## config.mk

```make
export PLATFORM = sky130hd
export DESIGN_NAME = centroid_track
export DESIGN_NICKNAME = d
export VERILOG_FILES = /design/src/rtl/centroid_pkg.sv /design/src/rtl/seq_divider.sv /design/src/rtl/centroid_track.sv
export SDC_FILE = /design/constraint.sdc
export NUM_CORES = 1
export LEC_CHECK = 0
export ABC_CLOCK_PERIOD_IN_PS = 4100
export BUFFER_PORTS_ARGS = -buffer_cell sky130_fd_sc_hd__buf_2
export CAP_MARGIN = 20
export CORE_ASPECT_RATIO = 1.2
export CORE_MARGIN = 4
export CORE_UTILIZATION = 27
export CTS_CLUSTER_DIAMETER = 40
export CTS_CLUSTER_SIZE = 25
export DETAILED_ROUTE_END_ITERATION = 7
export REMOVE_ABC_BUFFERS = 1
export SLEW_MARGIN = 20
export SYNTH_ARGS = -nofsm -noshare
export SYNTH_HDL_FRONTEND = slang
export SYNTH_HIERARCHICAL = 1
export SYNTH_SLANG_ARGS = --single-unit
```

## constraint.sdc

```tcl
create_clock -name clk -period 4.1 [get_ports clk]
set_input_delay 0.82 -clock clk [delete_from_list [all_inputs] [get_ports clk]]
set_output_delay 0.82 -clock clk [all_outputs]
set_load 0.005 [all_outputs]
```

## src/rtl/centroid_pkg.sv

```systemverilog
// centroid_pkg: shared FSM state type, default widths and a parameter sanity check
// for the centroid_track block.
package centroid_pkg;

  localparam int DEF_IMG_W    = 1280;
  localparam int DEF_IMG_H    = 720;
  localparam int DEF_XW       = 11;
  localparam int DEF_YW       = 10;
  localparam int DEF_MW       = 20;
  localparam int DEF_SW       = 32;
  localparam int DEF_MIN_AREA = 16;

  typedef enum logic [1:0] {
    IDLE  = 2'd0,
    DIV_X = 2'd1,
    DIV_Y = 2'd2,
    DONE  = 2'd3
  } state_t;

  // True when the coordinate, area and moment widths can hold a full frame.
  function automatic bit widths_ok(input int img_w, input int img_h, input int xw,
                                   input int yw, input int mw, input int sw);
    longint max_area;
    longint max_sum;
    bit     ok;
    max_area = longint'(img_w) * longint'(img_h);
    max_sum  = max_area * longint'(img_w - 1);
    ok = ((longint'(1) << xw) >= longint'(img_w)) &&
         ((longint'(1) << yw) >= longint'(img_h)) &&
         ((longint'(1) << mw) >  max_area) &&
         ((sw >= 63) || (max_sum < (longint'(1) << sw)));
    return ok;
  endfunction

endpackage

```

## src/rtl/seq_divider.sv

```systemverilog
// seq_divider: restoring divider, SW-bit dividend by MW-bit divisor, one quotient
// bit per enabled cycle. The start cycle already resolves the first bit, so a
// division occupies exactly SW enabled cycles; quotient is valid after done.
module seq_divider #(
  parameter int SW = 32,
  parameter int MW = 20
) (
  input  logic          clk,
  input  logic          rst,
  input  logic          ce,
  input  logic          start,
  input  logic [SW-1:0] dividend,
  input  logic [MW-1:0] divisor,
  output logic          busy,
  output logic          done,
  output logic [SW-1:0] quotient
);

  localparam int CW = $clog2(SW + 1);

  logic [MW-1:0] rem_q, rem_d;
  logic [SW-1:0] quo_q, quo_d;
  logic [CW-1:0] cnt_q, cnt_d;
  logic          busy_q, busy_d;

  logic [MW-1:0] step_rem;
  logic [SW-1:0] step_src;
  logic [MW:0]   trial;
  logic [MW:0]   rem_wide;
  logic          qbit;
  logic          unused_rem_msb;

  // One restoring step, fed either by the running remainder or a fresh dividend.
  always_comb begin
    step_rem = busy_q ? rem_q : '0;
    step_src = busy_q ? quo_q : dividend;
    trial    = {step_rem, step_src[SW-1]};
    qbit     = (trial >= {1'b0, divisor});
    rem_wide = qbit ? (trial - {1'b0, divisor}) : trial;
  end

  // A remainder is always below the divisor, so its top bit is always zero.
  assign unused_rem_msb = rem_wide[MW];

  // Sequencing: load on start when idle, then shift until the count runs out.
  always_comb begin
    rem_d  = rem_q;
    quo_d  = quo_q;
    cnt_d  = cnt_q;
    busy_d = busy_q;
    if (busy_q) begin
      rem_d = rem_wide[MW-1:0];
      quo_d = {quo_q[SW-2:0], qbit};
      cnt_d = cnt_q - 1'b1;
      if (cnt_q == CW'(1)) busy_d = 1'b0;
    end else if (start) begin
      rem_d  = rem_wide[MW-1:0];
      quo_d  = {dividend[SW-2:0], qbit};
      cnt_d  = CW'(SW - 1);
      busy_d = 1'b1;
    end
  end

  // Divider state registers, frozen while ce is low.
  always_ff @(posedge clk) begin
    if (rst) begin
      rem_q  <= '0;
      quo_q  <= '0;
      cnt_q  <= '0;
      busy_q <= 1'b0;
    end else if (ce) begin
      rem_q  <= rem_d;
      quo_q  <= quo_d;
      cnt_q  <= cnt_d;
      busy_q <= busy_d;
    end
  end

  assign busy     = busy_q;
  assign done     = busy_q & (cnt_q == CW'(1));
  assign quotient = quo_q;

endmodule

```

## src/rtl/centroid_track.sv

```systemverilog
// centroid_track: per-frame mask moments, area and bounding box; centroid via a
// shared sequential divider at end of frame. Bounding-box tracking is built only
// when the macro CENTROID_BBOX_EN is defined; otherwise the bbox outputs are 0.
module centroid_track
  import centroid_pkg::*;
#(
  parameter int IMG_W    = DEF_IMG_W,
  parameter int IMG_H    = DEF_IMG_H,
  parameter int XW       = DEF_XW,
  parameter int YW       = DEF_YW,
  parameter int MW       = DEF_MW,
  parameter int SW       = DEF_SW,
  parameter int MIN_AREA = DEF_MIN_AREA
) (
  input  logic          clk,
  input  logic          rst,
  input  logic          ce,
  input  logic          de,
  input  logic          vsync,
  input  logic          hsync,
  input  logic          mask,
  output logic [XW-1:0] xcent,
  output logic [YW-1:0] ycent,
  output logic [XW-1:0] xmin,
  output logic [XW-1:0] xmax,
  output logic [YW-1:0] ymin,
  output logic [YW-1:0] ymax,
  output logic [MW-1:0] area,
  output logic          found,
  output logic          valid,
  output logic          overrun
);

  if (!widths_ok(IMG_W, IMG_H, XW, YW, MW, SW)) begin : g_bad_widths
    $error("centroid_track: coordinate/area/moment widths too small for the image size");
  end

  localparam logic [XW-1:0] X_LAST = XW'(IMG_W - 1);
  localparam logic [YW-1:0] Y_LAST = YW'(IMG_H - 1);

  logic [XW-1:0] x_pos_q, x_pos_d;
  logic [YW-1:0] y_pos_q, y_pos_d;
  logic          prev_vsync_q, prev_vsync_d;
  logic [MW-1:0] m_q, m_d, hold_m_q, hold_m_d;
  logic [SW-1:0] sx_q, sx_d, hold_sx_q, hold_sx_d;
  logic [SW-1:0] sy_q, sy_d, hold_sy_q, hold_sy_d;
  state_t        state_q, state_d;
  logic [XW-1:0] xq_q, xq_d, xcent_q, xcent_d;
  logic [YW-1:0] ycent_q, ycent_d;
  logic [MW-1:0] area_q, area_d;
  logic          found_q, found_d, valid_q, valid_d;

  logic          eof, snap;
  logic          div_start, div_busy, div_done;
  logic [SW-1:0] div_dividend, div_quo;
  logic          unused_inputs;

  assign eof           = ce & vsync & ~prev_vsync_q;
  assign snap          = eof & (state_q == IDLE);
  assign unused_inputs = hsync ^ (^div_quo[SW-1:XW]);

  // Position counters, moment accumulators and the end-of-frame snapshot.
  always_comb begin
    x_pos_d      = x_pos_q;
    y_pos_d      = y_pos_q;
    prev_vsync_d = prev_vsync_q;
    m_d          = m_q;
    sx_d         = sx_q;
    sy_d         = sy_q;
    hold_m_d     = hold_m_q;
    hold_sx_d    = hold_sx_q;
    hold_sy_d    = hold_sy_q;
    if (ce) begin
      prev_vsync_d = vsync;
      if (vsync) begin
        x_pos_d = '0;
        y_pos_d = '0;
      end else if (de) begin
        if (x_pos_q == X_LAST) begin
          x_pos_d = '0;
          y_pos_d = (y_pos_q == Y_LAST) ? '0 : y_pos_q + 1'b1;
        end else begin
          x_pos_d = x_pos_q + 1'b1;
        end
      end
      if (eof) begin
        m_d  = '0;
        sx_d = '0;
        sy_d = '0;
      end else if (de && mask) begin
        m_d  = m_q + 1'b1;
        sx_d = sx_q + SW'(x_pos_q);
        sy_d = sy_q + SW'(y_pos_q);
      end
      if (snap) begin
        hold_m_d  = m_q;
        hold_sx_d = sx_q;
        hold_sy_d = sy_q;
      end
    end
  end

  // Result sequencer: x division, y division, then publish with a valid strobe.
  always_comb begin
    state_d      = state_q;
    xq_d         = xq_q;
    xcent_d      = xcent_q;
    ycent_d      = ycent_q;
    area_d       = area_q;
    found_d      = found_q;
    valid_d      = 1'b0;
    div_start    = 1'b0;
    div_dividend = hold_sx_q;
    if (ce) begin
      case (state_q)
        IDLE: if (eof) state_d = DIV_X;
        DIV_X: begin
          div_start = ~div_busy;
          if (div_done) state_d = DIV_Y;
        end
        DIV_Y: begin
          div_dividend = hold_sy_q;
          div_start    = ~div_busy;
          // The x quotient is still in the divider until y starts this cycle.
          if (!div_busy) xq_d = div_quo[XW-1:0];
          if (div_done) state_d = DONE;
        end
        DONE: begin
          valid_d = 1'b1;
          area_d  = hold_m_q;
          if ((hold_m_q >= MW'(MIN_AREA)) && (hold_m_q != '0)) begin
            found_d = 1'b1;
            xcent_d = xq_q;
            ycent_d = div_quo[YW-1:0];
          end else begin
            found_d = 1'b0;
          end
          state_d = IDLE;
        end
        default: state_d = IDLE;
      endcase
    end
  end

  // All core registers; valid is a strobe so it is refreshed every cycle.
  always_ff @(posedge clk) begin
    if (rst) begin
      x_pos_q      <= '0;
      y_pos_q      <= '0;
      prev_vsync_q <= 1'b0;
      m_q          <= '0;
      sx_q         <= '0;
      sy_q         <= '0;
      hold_m_q     <= '0;
      hold_sx_q    <= '0;
      hold_sy_q    <= '0;
      state_q      <= IDLE;
      xq_q         <= '0;
      xcent_q      <= '0;
      ycent_q      <= '0;
      area_q       <= '0;
      found_q      <= 1'b0;
      valid_q      <= 1'b0;
    end else begin
      x_pos_q      <= x_pos_d;
      y_pos_q      <= y_pos_d;
      prev_vsync_q <= prev_vsync_d;
      m_q          <= m_d;
      sx_q         <= sx_d;
      sy_q         <= sy_d;
      hold_m_q     <= hold_m_d;
      hold_sx_q    <= hold_sx_d;
      hold_sy_q    <= hold_sy_d;
      state_q      <= state_d;
      xq_q         <= xq_d;
      xcent_q      <= xcent_d;
      ycent_q      <= ycent_d;
      area_q       <= area_d;
      found_q      <= found_d;
      valid_q      <= valid_d;
    end
  end

  seq_divider #(.SW(SW), .MW(MW)) u_div (
    .clk     (clk),
    .rst     (rst),
    .ce      (ce),
    .start   (div_start),
    .dividend(div_dividend),
    .divisor (hold_m_q),
    .busy    (div_busy),
    .done    (div_done),
    .quotient(div_quo)
  );

`ifdef CENTROID_BBOX_EN
  logic [XW-1:0] bx_min_q, bx_min_d, bx_max_q, bx_max_d;
  logic [YW-1:0] by_min_q, by_min_d, by_max_q, by_max_d;
  logic [XW-1:0] hx_min_q, hx_min_d, hx_max_q, hx_max_d;
  logic [YW-1:0] hy_min_q, hy_min_d, hy_max_q, hy_max_d;
  logic [XW-1:0] ox_min_q, ox_min_d, ox_max_q, ox_max_d;
  logic [YW-1:0] oy_min_q, oy_min_d, oy_max_q, oy_max_d;

  // Bounding box: running min/max, snapshot at eof, published in DONE.
  always_comb begin
    bx_min_d = bx_min_q;  bx_max_d = bx_max_q;
    by_min_d = by_min_q;  by_max_d = by_max_q;
    hx_min_d = hx_min_q;  hx_max_d = hx_max_q;
    hy_min_d = hy_min_q;  hy_max_d = hy_max_q;
    ox_min_d = ox_min_q;  ox_max_d = ox_max_q;
    oy_min_d = oy_min_q;  oy_max_d = oy_max_q;
    if (ce) begin
      if (eof) begin
        bx_min_d = '1;  bx_max_d = '0;
        by_min_d = '1;  by_max_d = '0;
      end else if (de && mask) begin
        if (x_pos_q < bx_min_q) bx_min_d = x_pos_q;
        if (x_pos_q > bx_max_q) bx_max_d = x_pos_q;
        if (y_pos_q < by_min_q) by_min_d = y_pos_q;
        if (y_pos_q > by_max_q) by_max_d = y_pos_q;
      end
      if (snap) begin
        hx_min_d = bx_min_q;  hx_max_d = bx_max_q;
        hy_min_d = by_min_q;  hy_max_d = by_max_q;
      end
      if (state_q == DONE) begin
        if (hold_m_q == '0) begin
          ox_min_d = '0;  ox_max_d = '0;
          oy_min_d = '0;  oy_max_d = '0;
        end else begin
          ox_min_d = hx_min_q;  ox_max_d = hx_max_q;
          oy_min_d = hy_min_q;  oy_max_d = hy_max_q;
        end
      end
    end
  end

  // Bounding-box registers; a cleared running box is min all-ones, max zero.
  always_ff @(posedge clk) begin
    if (rst) begin
      bx_min_q <= '1;  bx_max_q <= '0;
      by_min_q <= '1;  by_max_q <= '0;
      hx_min_q <= '0;  hx_max_q <= '0;
      hy_min_q <= '0;  hy_max_q <= '0;
      ox_min_q <= '0;  ox_max_q <= '0;
      oy_min_q <= '0;  oy_max_q <= '0;
    end else begin
      bx_min_q <= bx_min_d;  bx_max_q <= bx_max_d;
      by_min_q <= by_min_d;  by_max_q <= by_max_d;
      hx_min_q <= hx_min_d;  hx_max_q <= hx_max_d;
      hy_min_q <= hy_min_d;  hy_max_q <= hy_max_d;
      ox_min_q <= ox_min_d;  ox_max_q <= ox_max_d;
      oy_min_q <= oy_min_d;  oy_max_q <= oy_max_d;
    end
  end

  assign xmin = ox_min_q;
  assign xmax = ox_max_q;
  assign ymin = oy_min_q;
  assign ymax = oy_max_q;
`else
  assign xmin = '0;
  assign xmax = '0;
  assign ymin = '0;
  assign ymax = '0;
`endif

  assign xcent   = xcent_q;
  assign ycent   = ycent_q;
  assign area    = area_q;
  assign found   = found_q;
  assign valid   = valid_q;
  assign overrun = eof & (state_q != IDLE);

endmodule
```

== Word-level counts from Yosys, hierarchy flattened ==
Cells that the tools add are included.
Operators by class
  $add $sub $neg: 7
  eq/ne operators: 9
  $lt $le $gt $ge: 2
  reductions and logical operators: 20
  muxes and demuxes: 35
  bitwise operators: 8
Operators by type and width (number)
  2-to-1 mux 32 bit: 9
  2-to-1 mux 20 bit: 6
  2-to-1 mux 10 bit: 4
  2-to-1 mux 11 bit: 3
  adder 32 x 10 -> 32 bit: 1
  adder 32 x 11 -> 32 bit: 1
  greater-or-equal comparator 21 x 20 -> 1 bit: 1
  adder 20 x 1 -> 20 bit (second input constant): 1
  greater-or-equal comparator 20 x 5 -> 1 bit (second input constant): 1
  nonzero test 20 bit: 1
  subtractor 20 bit: 1
  2-to-1 mux 6 bit: 2
  adder 11 x 1 -> 11 bit (second input constant): 1
  == test 11 bit (second input constant): 1
  adder 10 x 1 -> 10 bit (second input constant): 1
  == test 10 bit (second input constant): 1
  AND reduction 2 bit: 5
  nonzero test 2 bit: 5
  AND reduction 3 bit: 3
  case mux 2 bit (4 select lines): 1
  2-to-1 mux 1 bit: 7
  == test 6 x 1 -> 1 bit (second input constant): 1
  2-to-1 mux 2 bit: 3
  != test 2 bit (second input constant): 3
  other kinds (9): 18
Storage, ports and cells
  bits of input ports: 7
  register bits: 305

== Depth between registers and ports, before layout ==
  depth in word-level cells: 8
  depth in mapped cells: 16

== Hierarchy ==
Netlist, hierarchy kept.
Modules (own cells, without submodules)
  centroid_track: instances 1, cells each 1361, seq. area each 4924.7 sq um, area each 11240.8 sq um
  seq_divider: instances 1, cells each 477, seq. area each 1181.1 sq um, area each 3940.0 sq um

== Worst setup path after synthesis ==
OpenSTA, ideal clock, no wires.
  path kind: input-to-reg
  start: input port ce
  end: register u_div.rem_q[18]
  path slack: 0.387 ns
  data arrival time: 3.599 ns
  buffers on the path: 1
  setup time: 0.115 ns
  cell stages on the path: 15
  cells stage by stage: buf_2 nand2_1 mux2_2 mux2i_1 ha_1 inv_1 fa_1 a21oi_1 maj3_1 a211o_1 nand3_1 a31oi_1 o21ai_0 xor2_1 a21o_2
Between the ends
  cells in the longest elaborated chain, start to end: 6
  elaborated cells between the ends (all ways): 10
  those cells by class: add/sub (1); order compare (1); mux (6); reduce/logical (2)
RTL lines
  from (decl): RTL line centroid_track.sv:17  | input logic ce,
  2-to-1 mux 32 bit (*): RTL line centroid_track.sv:114  | if (ce) begin
  named net div_dividend[31]: RTL line centroid_track.sv:55  | logic [SW-1:0] div_dividend, div_quo;
  2-to-1 mux 32 bit (*): RTL line seq_divider.sv:36  | step_src = busy_q ? quo_q : dividend;
  subtractor 20 bit or greater-or-equal comparator 21 x 20 -> 1 bit (tied branches): RTL line seq_divider.sv:39, seq_divider.sv:38
  2-to-1 mux 20 bit (*): RTL line seq_divider.sv:39  | rem_wide = qbit ? (trial - {1'b0, divisor}) : trial;
  2-to-1 mux 20 bit: RTL line seq_divider.sv:56  | end else if (start) begin
  2-to-1 mux 20 bit (*): RTL line seq_divider.sv:51  | if (busy_q) begin
  to (signal assigned): RTL line seq_divider.sv:72  | rem_q <= rem_d;
  to (decl): RTL line seq_divider.sv:21  | logic [MW-1:0] rem_q, rem_d;
The timed path passes the listed nets; every way through them passes the cells marked *. The select of a mux whose other input is x is not followed.
A chain may end at the register's enable or synchronous reset.

== Worst setup path in the final report ==
  start: register state_q[0]
  end: register u_div.rem_q[16]
Between the ends
  cells in the longest elaborated chain, start to end: 8
  elaborated cells between the ends (all ways): 15
  those cells by class: add/sub (1); order compare (1); eq/ne (2); mux (8); reduce/logical (3)
RTL lines
  from (decl): RTL line centroid_track.sv:47  | state_t state_q, state_d;
  from (signal assigned): RTL line centroid_track.sv:174  | state_q <= state_d;
  == test 2 bit (*): RTL line centroid_track.sv:115  | case (state_q)
  2-to-1 mux 32 bit (*): RTL line centroid_track.sv:115
  2-to-1 mux 32 bit (*): RTL line centroid_track.sv:114
  named net div_dividend[31]: RTL line centroid_track.sv:55
  2-to-1 mux 32 bit (*): RTL line seq_divider.sv:36
  subtractor 20 bit or greater-or-equal comparator 21 x 20 -> 1 bit (tied branches): RTL line seq_divider.sv:39, seq_divider.sv:38
  2-to-1 mux 20 bit (*): RTL line seq_divider.sv:39
  2-to-1 mux 20 bit: RTL line seq_divider.sv:56
  2-to-1 mux 20 bit (*): RTL line seq_divider.sv:51
Marks and branches as above.

==> run summary <==
### Status
• completed — status

### Setup path
• 4.53 ns — WP data required
• reg2reg — Critical Setup Path Class
• 17 — number of cells on the worst reg-to-reg path
• register — CP Launch Type
• register — Setup crit end kind
• 4.06 ns — critical path arrival
• state_q[0] — R2R Path Start
• 3 — crit path max fanout
• u_div/rem_q[16] — capture instance of the worst register-to-register path
• 0.47 ns — R2R setup slack

### Yosys
• 15,200 um^2 — Syn Std Cell Area
• 8.26 um^2 — Syn Area/Cell
• sky130_fd_sc_hd__nand2_1 (331), sky130_fd_sc_hd__dfxtp_1 (305), sky130_fd_sc_hd__a21oi_1 (209) — cell types with the highest counts after synthesis
• sky130_fd_sc_hd__nand2_1 — library cell with the highest instance count after synthesis
• 6.40% — post-synthesis mux area share
• 1,838 — synthesized instance count
• 87 — Yosys cell types
• sky130_fd_sc_hd__dfxtp_1 — cell taking the most area after synthesis
• 305 — flip-flop and latch count after synthesis
• 0% — proportion of synthesized flip-flops having asynchronous set or reset
• sky130_fd_sc_hd__dfxtp_1 — dominant register cell in the synthesized netlist
• 40.2% — post-synth top area share
• 40.2% — part of the Yosys area used for sequential elements
• 16.0% — compound-cell area share of the yosys netlist
• 6 — number of warnings issued by yosys
• 0 — count of flip-flops with a built-in enable after synthesis
• 5.13% — xor and xnor area share after synthesis
• simple AND/OR/NAND/NOR gates — dominant combinational cell family by area after synthesis
• 4.42% — post-synthesis adder-cell area fraction
• 21.4% — simple-gate portion of the synthesized area
• sky130_fd_sc_hd__dfxtp_1 (40%), sky130_fd_sc_hd__nand2_1 (8.2%), sky130_fd_sc_hd__a21oi_1 (6.9%), sky130_fd_sc_hd__nor2_1 (4.2%), sky130_fd_sc_hd__ha_1 (4.0%) — top area cells in the synthesized netlist

### Power
• 7.03 mW — power consumption
• 0.000267 V — VDD IR max
• 6.07 nW — cell leakage power
• 405 nW/um^2 — power density normalized to cell area

### GRT
• 101 — largest net degree at the start of global routing
• 60,900 um — first-pass GRT wire length
• 12.0% — combined global-route utilization of all metal layers
• 0 — leftover overflow at the end of global routing
• 12,200 — vias in the first global route
• 1 — antenna violations before repair

### Timing
• 0.0274 ns — post-route clock skew
• 0 — Final Hold Vio Count
• 0.449 ns — WHS
• 3.63 ns — post-layout minimum cycle time
• 1.09 ns — Slew @ Worst Pin
• 0 — number of slew-limit violations in the final report
• false — unrepaired setup endpoints after global routing
• 0 — Finish-stage setup viols
• 276 MHz — max frequency
• 27.6% — Rel. slew slack
• 88.4% — share of the clock period used by the worst path

### Route
• 4.80 — Via-to-Cell Ratio
• 0 — remaining antenna violation count
• 599 — drt first-iter violations
• 37,100 um — final WL
• 0 — DRC violations left
• 12,500 — DR vias
• 5 — number of optimization iterations in the first detailed-route pass
• 14.3 um — routed length per instance

### Clock network
• sky130_fd_sc_hd__clkbuf_16 — Clock Root Buffer
• 305 — number of sinks on the clock net
• 2 — H-tree lvl count
• 41 — Num CTS Buffers
• 3 — largest buffer count on any clock path
• 0 — number of hold-repair buffers added at the cts stage
• 0 — post-cts gate resize count
• 0.05 ns — clock slew seen by the registers of the worst setup and hold paths
• 0 — post-CTS repair timing setup buffer count
• 0.57 ns — insertion delay to the later sink of the worst-skew pair
• done — clock tree from TritonCTS

### Finish
• 14.2% — area grow syn2layout
• 0 — diode count
• 31.4% — final core utilization
• 5,820 — fill cell total of the finished layout
• 12.0% — ratio of cells with drive above 1 in the final layout
• 2,599 — Final Instance Count excl. Fillers
• 1,905 — number of nets in the finished design

### Floorplan
• 27.5% — initial core utilization
• 94 — placement row count
• 60,100 um^2 — overall die area
• 224 um — die width
• 268 um — Chip Height
• 93 — Top-Level Pins
• 55,300 um^2 — core region area

### Placement
• 0.857 — final RePlAce weighted congestion
• 49 — number of I/O port buffers
• 25,200 um — detailed placement HPWL
• 2,524 — Inst Count DP

### Worst hold path
• 2 — cell depth of the worst hold path
• area[18] — start point of the worst min-delay path
• area[18] — hold-critical path endpoint
• reg2reg — kind of path behind the tightest hold check

### Run
• 0 — Max Cap Viol

[routing by layer]
layer	vias up	part of all wire [%]	track usage [%]
met2	214	49	21.1
li1	6314	-	-
met3	76	4.2	2.29
met4	0	3.0	4.52
met1	5872	44	14.6
met5	-	0	0
[worst max-delay path by stage]
stage / startpoint / slack, ns / to
floorplan: ce / -1.32 / hold_m_q[0]
global placement: ce / 0.21 / u_div/rem_q[18]
detailed placement: ce / 0.23 / u_div/rem_q[16]
CTS: state_q[0] / 0.52 / u_div/rem_q[18]
global route: u_div/busy / 0.24 / u_div/rem_q[16]
finish: state_q[0] / 0.47 / u_div/rem_q[16]
[cell families (layout without fill, tap and decap cells)]
kind of cell | count (synthesis) | after routing
and+or+nand+nor | 715 | 715
buffers and inverters | 193 | 193
muxes | 93 | 93
DFF | 305 | 305
adders and majority gates | 52 | 52
AOI/OAI and AO/OA | 390 | 390
xor gates and xnor gates | 89 | 89
other | 1 | 42
[worst max-delay path, cell delays in order, from the launching register on]
cell	delay [ns]
sky130_fd_sc_hd__dfxtp_1	0.36
sky130_fd_sc_hd__inv_1	0.09
sky130_fd_sc_hd__ha_1	0.23
sky130_fd_sc_hd__nand2_1	0.10
sky130_fd_sc_hd__mux2_2	0.37
sky130_fd_sc_hd__mux2i_1	0.22
sky130_fd_sc_hd__ha_1	0.21
sky130_fd_sc_hd__inv_1	0.05
sky130_fd_sc_hd__fa_1	0.40
sky130_fd_sc_hd__a21oi_1	0.19
sky130_fd_sc_hd__maj3_1	0.23
sky130_fd_sc_hd__a211o_1	0.16
sky130_fd_sc_hd__nand3_1	0.10
sky130_fd_sc_hd__a31oi_1	0.26
sky130_fd_sc_hd__buf_4	0.17
sky130_fd_sc_hd__nor2b_1	0.05
sky130_fd_sc_hd__o2111ai_1	0.19
sky130_fd_sc_hd__o311ai_1	0.13
[layout by cell type (no fill, tap or decap), types with 5 or more instances in the layout]
| cell type | n |
|---|---|
| sky130_fd_sc_hd__a211oi_1 | 55 |
| sky130_fd_sc_hd__a21o_1 | 7 |
| sky130_fd_sc_hd__a21oi_1 | 209 |
| sky130_fd_sc_hd__a22oi_1 | 9 |
| sky130_fd_sc_hd__a31oi_1 | 7 |
| sky130_fd_sc_hd__and2_1 | 27 |
| sky130_fd_sc_hd__and3_1 | 18 |
| sky130_fd_sc_hd__buf_2 | 48 |
| sky130_fd_sc_hd__buf_4 | 26 |
| sky130_fd_sc_hd__clkbuf_16 | 42 |
| sky130_fd_sc_hd__conb_1 | 42 |
| sky130_fd_sc_hd__dfxtp_1 | 304 |
| sky130_fd_sc_hd__ha_1 | 48 |
| sky130_fd_sc_hd__inv_1 | 42 |
| sky130_fd_sc_hd__inv_6 | 5 |
| sky130_fd_sc_hd__mux2_2 | 33 |
| sky130_fd_sc_hd__mux2i_1 | 60 |
| sky130_fd_sc_hd__nand2_1 | 330 |
| sky130_fd_sc_hd__nand2b_1 | 5 |
| sky130_fd_sc_hd__nand3_1 | 45 |
| sky130_fd_sc_hd__nand3b_1 | 8 |
| sky130_fd_sc_hd__nand4_1 | 15 |
| sky130_fd_sc_hd__nor2_1 | 170 |
| sky130_fd_sc_hd__nor3_1 | 19 |
| sky130_fd_sc_hd__nor3b_1 | 5 |
| sky130_fd_sc_hd__nor4_1 | 9 |
| sky130_fd_sc_hd__o211ai_1 | 7 |
| sky130_fd_sc_hd__o21ai_0 | 36 |
| sky130_fd_sc_hd__o21bai_1 | 7 |
| sky130_fd_sc_hd__o221ai_1 | 5 |
| sky130_fd_sc_hd__o31ai_1 | 7 |
| sky130_fd_sc_hd__or2_2 | 6 |
| sky130_fd_sc_hd__or3_1 | 15 |
| sky130_fd_sc_hd__or4_1 | 9 |
| sky130_fd_sc_hd__xnor2_1 | 58 |
| sky130_fd_sc_hd__xor2_1 | 31 |
[report_power, final]
| part | leakage (nW) | switching [mW] | internal [mW] |
|---|---|---|---|
| clock network | 0.688 | 1.49 | 2.17 |
| registers | 2.46 | 0.0383 | 3.00 |
| logic | 2.92 | 0.233 | 0.0891 |
[state kept, by name (all words and copies together), names as in the netlist]
register        flops
area               20
found               1
hold_m_q           20
hold_sx_q          32
hold_sy_q          32
m_q                20
prev_vsync_q        1
state_q             2
sx_q               32
sy_q               32
u_div/busy          1
u_div/cnt_q         6
u_div/quotient     32
u_div/rem_q        20
valid               1
x_pos_q            11
xcent              11
xq_q               11
y_pos_q            10
ycent              10
[final cells by class]
class | count | area (um^2) | area share (%)
clock buffers | 47 | 1090 | 6.28
clock inverters | 28 | 333 | 1.92
inverters | 43 | 161 | 0.931
multi-input cells | 1381 | 8300 | 47.9
flip-flops and latches | 305 | 6110 | 35.2
well taps | 720 | 901 | 5.19
repair buffers | 75 | 447 | 2.58
[per-stage QoR]
step | instance area, um^2 | setup TNS (ns) | setup WS [ns]
floorplan | 14500 | -119.67 | -1.32
global placement | 15900 | 0 | 0.214
detailed placement | 15900 | 0 | 0.233
CTS | 17300 | 0 | 0.516
global route | 17300 | 0 | 0.244
finish | 17300 | 0 | 0.474
(Power assumes the default switching activity.)
